--- src/rtl/uart_tx_arbiter.sv ---
// Round-robin arbiter that shares one uart_transmitter between NUM_REQ byte producers.
// Tracks the transmitter's busy output through each frame and returns a done pulse to the requester it served.
module uart_tx_arbiter #(
  parameter int NUM_REQ       = 3,
  parameter int START_TIMEOUT = 16,
  parameter int ID_W          = 2
) (
  input  logic                 clk,
  input  logic                 reset,
  input  logic [NUM_REQ-1:0]   req,
  input  logic [8*NUM_REQ-1:0] req_data,
  output logic [NUM_REQ-1:0]   done,
  output logic [7:0]           tx_data,
  output logic                 tx_send,
  input  logic                 tx_busy,
  output logic                 active,
  output logic [ID_W-1:0]      active_id,
  output logic                 err,
  output logic [ID_W-1:0]      err_id,
  output logic [2:0]           dbg_state
);

  // Handshake: req[i] is a level held with stable data until done[i] pulses for one cycle;
  // tx_send is a one-cycle pulse and tx_busy high means the transmitter owns the line.

  localparam int CNT_W = $clog2(START_TIMEOUT + 1);

  typedef enum logic [2:0] {
    S_IDLE      = 3'd0,
    S_ISSUE     = 3'd1,
    S_WAIT_BUSY = 3'd2,
    S_WAIT_DONE = 3'd3,
    S_RELEASE   = 3'd4
  } state_t;

  state_t             state_q, state_d;
  logic [NUM_REQ-1:0] done_q, done_d;
  logic [7:0]         tx_data_q, tx_data_d;
  logic               tx_send_q, tx_send_d;
  logic               active_q, active_d;
  logic [ID_W-1:0]    active_id_q, active_id_d;
  logic               err_q, err_d;
  logic [ID_W-1:0]    err_id_q, err_id_d;
  logic [ID_W-1:0]    rr_q, rr_d;
  logic [CNT_W-1:0]   cnt_q, cnt_d;

  logic               grant_found;
  logic [ID_W-1:0]    grant_idx;
  logic [7:0]         grant_byte;
  logic               go_release;

  // Two passes give the wrap-around search: first at or above the pointer, then from 0.
  always_comb begin
    grant_found = 1'b0;
    grant_idx   = '0;
    grant_byte  = 8'h00;
    for (int i = 0; i < NUM_REQ; i++) begin
      if (!grant_found && req[i] && (ID_W'(i) >= rr_q)) begin
        grant_found = 1'b1;
        grant_idx   = ID_W'(i);
        grant_byte  = req_data[8*i +: 8];
      end
    end
    for (int i = 0; i < NUM_REQ; i++) begin
      if (!grant_found && req[i]) begin
        grant_found = 1'b1;
        grant_idx   = ID_W'(i);
        grant_byte  = req_data[8*i +: 8];
      end
    end
  end

  always_comb begin
    state_d     = state_q;
    done_d      = '0;
    tx_data_d   = tx_data_q;
    tx_send_d   = 1'b0;
    active_d    = active_q;
    active_id_d = active_id_q;
    err_d       = err_q;
    err_id_d    = err_id_q;
    rr_d        = rr_q;
    cnt_d       = cnt_q;
    go_release  = 1'b0;

    case (state_q)
      S_IDLE: begin
        if (!tx_busy && grant_found) begin
          active_id_d = grant_idx;
          tx_data_d   = grant_byte;
          active_d    = 1'b1;
          tx_send_d   = 1'b1;
          state_d     = S_ISSUE;
        end
      end
      S_ISSUE: begin
        cnt_d   = '0;
        state_d = S_WAIT_BUSY;
      end
      S_WAIT_BUSY: begin
        if (tx_busy) begin
          state_d = S_WAIT_DONE;
        end else begin
          cnt_d = cnt_q + CNT_W'(1);
          if (cnt_q == CNT_W'(START_TIMEOUT - 1)) begin
            err_d      = 1'b1;
            err_id_d   = active_id_q;
            go_release = 1'b1;
          end
        end
      end
      S_WAIT_DONE: begin
        if (!tx_busy) go_release = 1'b1;
      end
      S_RELEASE: begin
        rr_d    = (active_id_q == ID_W'(NUM_REQ - 1)) ? '0 : active_id_q + ID_W'(1);
        state_d = S_IDLE;
      end
      default: state_d = S_IDLE;
    endcase

    // done and active are registered, so they change together on entry to RELEASE.
    if (go_release) begin
      state_d  = S_RELEASE;
      active_d = 1'b0;
      for (int i = 0; i < NUM_REQ; i++) done_d[i] = (active_id_q == ID_W'(i));
    end
  end

  always_ff @(posedge clk or negedge reset) begin
    if (!reset) begin
      state_q     <= S_IDLE;
      done_q      <= '0;
      tx_data_q   <= 8'h00;
      tx_send_q   <= 1'b0;
      active_q    <= 1'b0;
      active_id_q <= '0;
      err_q       <= 1'b0;
      err_id_q    <= '0;
      rr_q        <= '0;
      cnt_q       <= '0;
    end else begin
      state_q     <= state_d;
      done_q      <= done_d;
      tx_data_q   <= tx_data_d;
      tx_send_q   <= tx_send_d;
      active_q    <= active_d;
      active_id_q <= active_id_d;
      err_q       <= err_d;
      err_id_q    <= err_id_d;
      rr_q        <= rr_d;
      cnt_q       <= cnt_d;
    end
  end

  assign done      = done_q;
  assign tx_data   = tx_data_q;
  assign tx_send   = tx_send_q;
  assign active    = active_q;
  assign active_id = active_id_q;
  assign err       = err_q;
  assign err_id    = err_id_q;
  assign dbg_state = state_q;

endmodule

--- config.mk ---
export PLATFORM = sky130hd
export DESIGN_NAME = uart_tx_arbiter
export DESIGN_NICKNAME = d
export VERILOG_FILES = /design/src/rtl/uart_tx_arbiter.sv
export SDC_FILE = /design/constraint.sdc
export NUM_CORES = 1
export LEC_CHECK = 0
export ABC_AREA = 1
export BUFFER_PORTS_ARGS = -buffer_cell sky130_fd_sc_hd__buf_2
export CORE_UTILIZATION = 52
export DETAILED_ROUTE_END_ITERATION = 8
export GPL_TIMING_DRIVEN = 0
export PLACE_DENSITY = 0.8
export SETUP_SLACK_MARGIN = 0.2
export SYNTH_ARGS = -nofsm -noshare
export SYNTH_HDL_FRONTEND = slang
export SYNTH_SLANG_ARGS = --single-unit
--- constraint.sdc ---
create_clock -name clk -period 1.9 [get_ports clk]
set_clock_uncertainty 0.15 [all_clocks]
set_input_delay 0.095 -clock clk [delete_from_list [all_inputs] [get_ports clk]]
set_output_delay 0.095 -clock clk [all_outputs]
set_load 0.02 [all_outputs]
# Word level (Yosys, flattened, before mapping)

Cells that the tools add are included.

Bits in registers: 28
Logic and storage cells: 86

$add $sub $neg: 2
$lt $le $gt $ge: 3
Equal/unequal tests: 11
Muxes and demuxes: 34
Bitwise gates (word level): 1
Reductions and logical operators: 25

Operators with widths:

| kind                                                                   | count |
|---|---|
| 8-bit two-way mux                                                      | 6 |
| 1-bit two-way mux                                                      | 15 |
| 3-bit two-way mux                                                      | 4 |
| 3-bit one-hot mux with 4 select lines                                  | 1 |
| 2-bit two-way mux                                                      | 5 |
| 5-bit one-hot mux with 2 select lines                                  | 1 |
| 1-bit logical AND                                                      | 9 |
| 3-bit by 2-bit equality test with 1-bit output (second input constant) | 2 |
| 1-bit zero test                                                        | 6 |
| 3-bit != test (second input constant)                                  | 2 |
| 2-bit AND reduction                                                    | 3 |
| 3-bit AND reduction                                                    | 2 |
| 2-bit nonzero test                                                     | 3 |
| 5-bit by 1-bit adder with 5-bit output (second input constant)         | 1 |
| 5-bit by 4-bit equality test with 1-bit output (second input constant) | 1 |
| 5-bit two-way mux                                                      | 1 |
| 1-bit by 2-bit >= comparator with 1-bit output (first input constant)  | 2 |
| 2-bit != test (second input constant)                                  | 2 |
| 3-bit by 1-bit equality test with 1-bit output (second input constant) | 1 |
| 3-bit equality test (second input constant)                            | 1 |
| 3-bit zero test                                                        | 1 |
| 2-bit by 1-bit adder with 2-bit output (second input constant)         | 1 |
| 2-bit by 1-bit equality test with 1-bit output (second input constant) | 1 |
| 2-bit equality test (second input constant)                            | 1 |
| 4 further kinds                                                        | 4 |

# Longest topological paths before layout

Depth after elaboration: 24
Depth in mapped cells: 11

# Worst setup path before layout

Ideal clock, no wire load.

Kind: register to register
From: register cnt_q[0]
To: register state_q[1], in the netlist dbg_state[1]
Arrival time: 1.389 ns
Data required time: 1.685 ns
Slack: 0.297 ns
Stages on the path, launching flop included: 10
Path buffers: 0
Period minus slack after synthesis: 1.603 ns
Cell sequence: dfrtp_1 ha_1 nand2_1 nor2_1 ha_1 nand2_1 nor2_1 a21oi_2 o211ai_1 inv_1

Word-level cells in the longest chain between the ends: 6
Elaborated cells on any way between the ends: 9
Those cells by class: eq/ne: 4; mux: 4; reduce/logical: 1

RTL lines:

| element                                                                | line | RTL |
|---|---|---|
| from (decl)                                                            | 45   | `logic [CNT_W-1:0] cnt_q, cnt_d;` |
| from (signal assigned)                                                 | 152  | `cnt_q <= cnt_d;` |
| 5-bit by 4-bit equality test with 1-bit output *                       | 105  | `if (cnt_q == CNT_W'(START_TIMEOUT - 1)) begin` |
| 1-bit two-way mux *                                                    | 105  |  |
| 1-bit two-way mux *                                                    | 101  | `if (tx_busy) begin` |
| 1-bit one-hot mux with 2 select lines *                                | 86   | `case (state_q)` |
| 3-bit != test (no source line) / 2-bit != test (equally long branches) | n/a  |  |
| 3-bit AND reduction (no source line)                                   | n/a  |  |
| to (signal assigned)                                                   | 143  | `state_q <= state_d;` |
| to (decl)                                                              | 36   | `state_t state_q, state_d;` |

Mark *: on every way between the ends. The rest lies on a longest branch, timed or not.
A chain may end at the register's enable or synchronous reset.

# Worst setup path in the final report

From: register rr_q[1]
To: register tx_data_q[4], in the netlist tx_data[4]

Word-level cells in the longest chain between the ends: 22
Elaborated cells on any way between the ends: 30
Those cells by class: order compare: 3; mux: 12; reduce/logical: 15

RTL lines:

| element                                        | line | RTL |
|---|---|---|
| from (decl)                                    | 44   | `logic [ID_W-1:0] rr_q, rr_d;` |
| from (signal assigned)                         | 151  | `rr_q <= rr_d;` |
| 1-bit by 2-bit >= comparator with 1-bit output | 58   | `if (!grant_found && req[i] && (ID_W'(i) >= rr_q)) begin` |
| 1-bit logical AND                              | 58   |  |
| 1-bit two-way mux                              | 58   |  |
| 1-bit zero test                                | 58   |  |
| 1-bit logical AND (2 in a row)                 | 58   |  |
| 1-bit two-way mux                              | 58   |  |
| 1-bit zero test                                | 58   |  |
| 1-bit logical AND (2 in a row)                 | 58   |  |
| [4 not listed]                                 | n/a  |  |
| 1-bit zero test                                | 65   | `if (!grant_found && req[i]) begin` |
| 1-bit logical AND                              | 65   |  |
| 1-bit two-way mux                              | 65   |  |
| 1-bit zero test                                | 65   |  |
| 1-bit logical AND                              | 65   |  |
| 1-bit two-way mux                              | 65   |  |
| 1-bit logical AND                              | 88   | `if (!tx_busy && grant_found) begin` |
| 2-bit AND reduction (no source line)           | n/a  |  |
| to (signal assigned)                           | 145  | `tx_data_q <= tx_data_d;` |
| to (decl)                                      | 38   | `logic [7:0] tx_data_q, tx_data_d;` |

Several ways; a longest one is shown, not always the timed one.

==> metrics.cfg <==
[run]
maxCapViolCount=0

[worst_setup_path]
critPathKind=register to register
path_delay_family=flip-flops
slowest_delay_ps=460
cpMaxStageDelayCell=dfrtp_2
cp_max_fo=10
end_kind=register
startpoint_type=register
startpoint=rr_q[1]
crit_required_ps=1980
r2r-start=rr_q[1]
critPathBufInv=3
path_common_cell=nand2_1
critical_path_arrival_ps=1780
worstPathCellList=nor2_4, buf_4, a21oi_4, nand4_4, nand3_2, inv_2, buf_6, nand2_1, nand2_1

[sta]
rsz0062_at_grt=yes
timing.hold.ws_ps=14.8
setup_viol=0
worst_slew_pin_slew_ps=597
max_freq_mhz=589
hold_viol_final=0
max-slew-margin-rel_pct=60.2
final-max-slew-violation-count=0
period_needed_ps=1700
tns_ps=0
timing.final.crit_share_pct=89.3

[placement]
io_buffers=49
gp_congestion=0.828
dp_hpwl_mm=2.97

[clock_tree]
clock_latency_ps=320
clk_path_buf_depth=2
clock-root-buffer=clkbuf_4
clk_pin_slew_ps=150
cts_tree=done
cts_sinks=28
cts-buffers-inserted=3
h-tree-depth=1

[route]
drt-total-wl_mm=4.36
drtAntennaViolNets=0
vias=1860
drc=0
drt-pass1-iter-count=4
wl_per_cell_um=11.9
vias_per_cell=5.07
drt_iter0_drc=128

[global_route]
grt_pass1_wl_mm=7.07
antenna_found_initial=0
grt_max_degree=29
busiest_layer=met2
overflow=0
gr-usage-met1_pct=33.5
grtUsageMet3_pct=1.71
groute.layer.met2.usage_pct=45.5
grt_pass1_vias=1629
grt_usage_pct=25.7

[status]
status=finished clean

[final_layout]
nets=356
layout_commonest_cell=nand2_1
layout_common_cells=nand2_1 (74), buf_2 (51), inv_1 (33)
flow.area_growth_from_synthesis_pct=35.9
n_fill_cell=235
diodes=0
drive_gt1_share_pct=30.0

[synthesis]
synth_nets=281
ys.warnings.count=0
seq_area_frac_synth_pct=39.6
ys_types=33
ys.flop_type=dfrtp_1
avgSynthCellArea_um2=7.11
synth_edf_count=0
syn_area_mm2=0.00177
synth_seq_cells=28
syn_inst=249
async_flop_share_pct=100

[pwr]
p_per_area_mw_per_mm2=1170
vdd_drop_max_mv=0.546
leakage_nw=1.31

[hold_path]
hold_class=primary input to register
min_from=req_data[16]

[die]
die_w_um=60.3
die_y_um=60.3
die_area_mm2=0.00364
start_util_pct=56.6
pin_count=51
coreArea_mm2=0.00313
num_rows=20

## where the power goes
group / total [W] / internal (W) / switching [W]
Sequential: 0.000917 / 0.000777 / 0.000140
Combinational: 0.00150 / 0.000561 / 0.000941
Clock: 0.000383 / 0.000213 / 0.000170
## worst min-delay path, cell delays in order
cell and delay (ps):
buf_2 100, nand4_1 80, nand3_1 80, nand2_1 70
nand2_1 40
## path summary, 6_finish.rpt
kind / end / slack [ps] / cells past startpoint
worst max-delay path: tx_data[4] / 200 / 9
worst min-delay path: tx_data[0] / 10 / 5
worst max register to register: tx_data[4] / 200 / 9
worst min register to register: done[1] / 330 / 1
max in group asynchronous: rr_q[0] / 1020 / 2
min in group asynchronous: cnt_q[4] / 160 / 2
## cells by family after synthesis
family / Yosys count / synth area share [%]
adders and majority gates: 2 / 1.41
and+or+nand+nor: 159 / 42.5
buffers and inverters: 44 / 10.5
DFF: 28 / 39.6
AOI/OAI and AO/OA: 16 / 5.94
## metal layers
metal | wire length, um | share of wire [%]
met5 | 0 | 0
met4 | 49 | 1.1
met3 | 247 | 5.7
met2 | 2160 | 49
met1 | 1910 | 44
## cell type report
class	count	area, um^2	share of cell area (%)
Tap cell	44	55.1	2.29
Timing Repair Buffer	69	443	18.4
Clock inverter	1	30.0	1.25
Clock buffer	3	22.5	0.937
Multi-Input combinational cell	178	950	39.5
Sequential cell	28	703	29.2
Buffer	6	51.3	2.13
Inverter	38	150	6.24
## cell usage after synthesis (2+ instances only)
| cell type | count | share of area [%] |
|---|---|---|
| nor3_1 | 3 | 0.85 |
| nor2_1 | 27 | 5.7 |
| nand2_1 | 78 | 17 |
| nand2_2 | 2 | 0.71 |
| a21oi_1 | 3 | 0.85 |
| nor2_4 | 2 | 1.3 |
| ha_1 | 2 | 1.4 |
| buf_6 | 2 | 1.3 |
| inv_2 | 2 | 0.42 |
| nand3_1 | 30 | 8.5 |
| inv_1 | 35 | 7.4 |
| nand4_1 | 9 | 3.2 |
| o21ai_0 | 6 | 1.7 |
| buf_2 | 2 | 0.57 |
| dfrtp_1 | 28 | 40 |
## sequential cells by signal, summed over array words and instances (netlist names)
| signal | cells |
|---|---|
| err | 1 |
| active_id | 2 |
| cnt_q | 5 |
| tx_send | 1 |
| tx_data | 8 |
| dbg_state | 3 |
| err_id | 2 |
| active | 1 |
| done | 3 |
| rr_q | 2 |
## timing repair
action	in CTS	in global routing
hold buffers	14	0
cloned	0	1
pin swaps	1	8
endpoints found under the setup margin	13	20
resized for setup	6	19
hold endpoints to repair	37	0
buffers inserted	2	4
## stage by stage
| stage | setup WS (ps) | total power, W | instance area (um^2) | instances | utilization [%] |
|---|---|---|---|---|---|
| final | 203 | 0.00280 | 2400 | 367 | 76.9 |
| after global routing | 129 | 0.00303 | 2400 | 367 | 76.9 |
| after CTS | 212 | 0.00267 | 2300 | 362 | 73.5 |
| after detailed placement | 147 | 0.00222 | 2070 | 342 | 66.2 |
| after global placement | 166 | 0.00220 | 2070 | 342 | 66.2 |
| after floorplan | 297 | 0.00185 | 1770 | 249 | - |
Note: power is estimated with default switching activity, not from simulation.
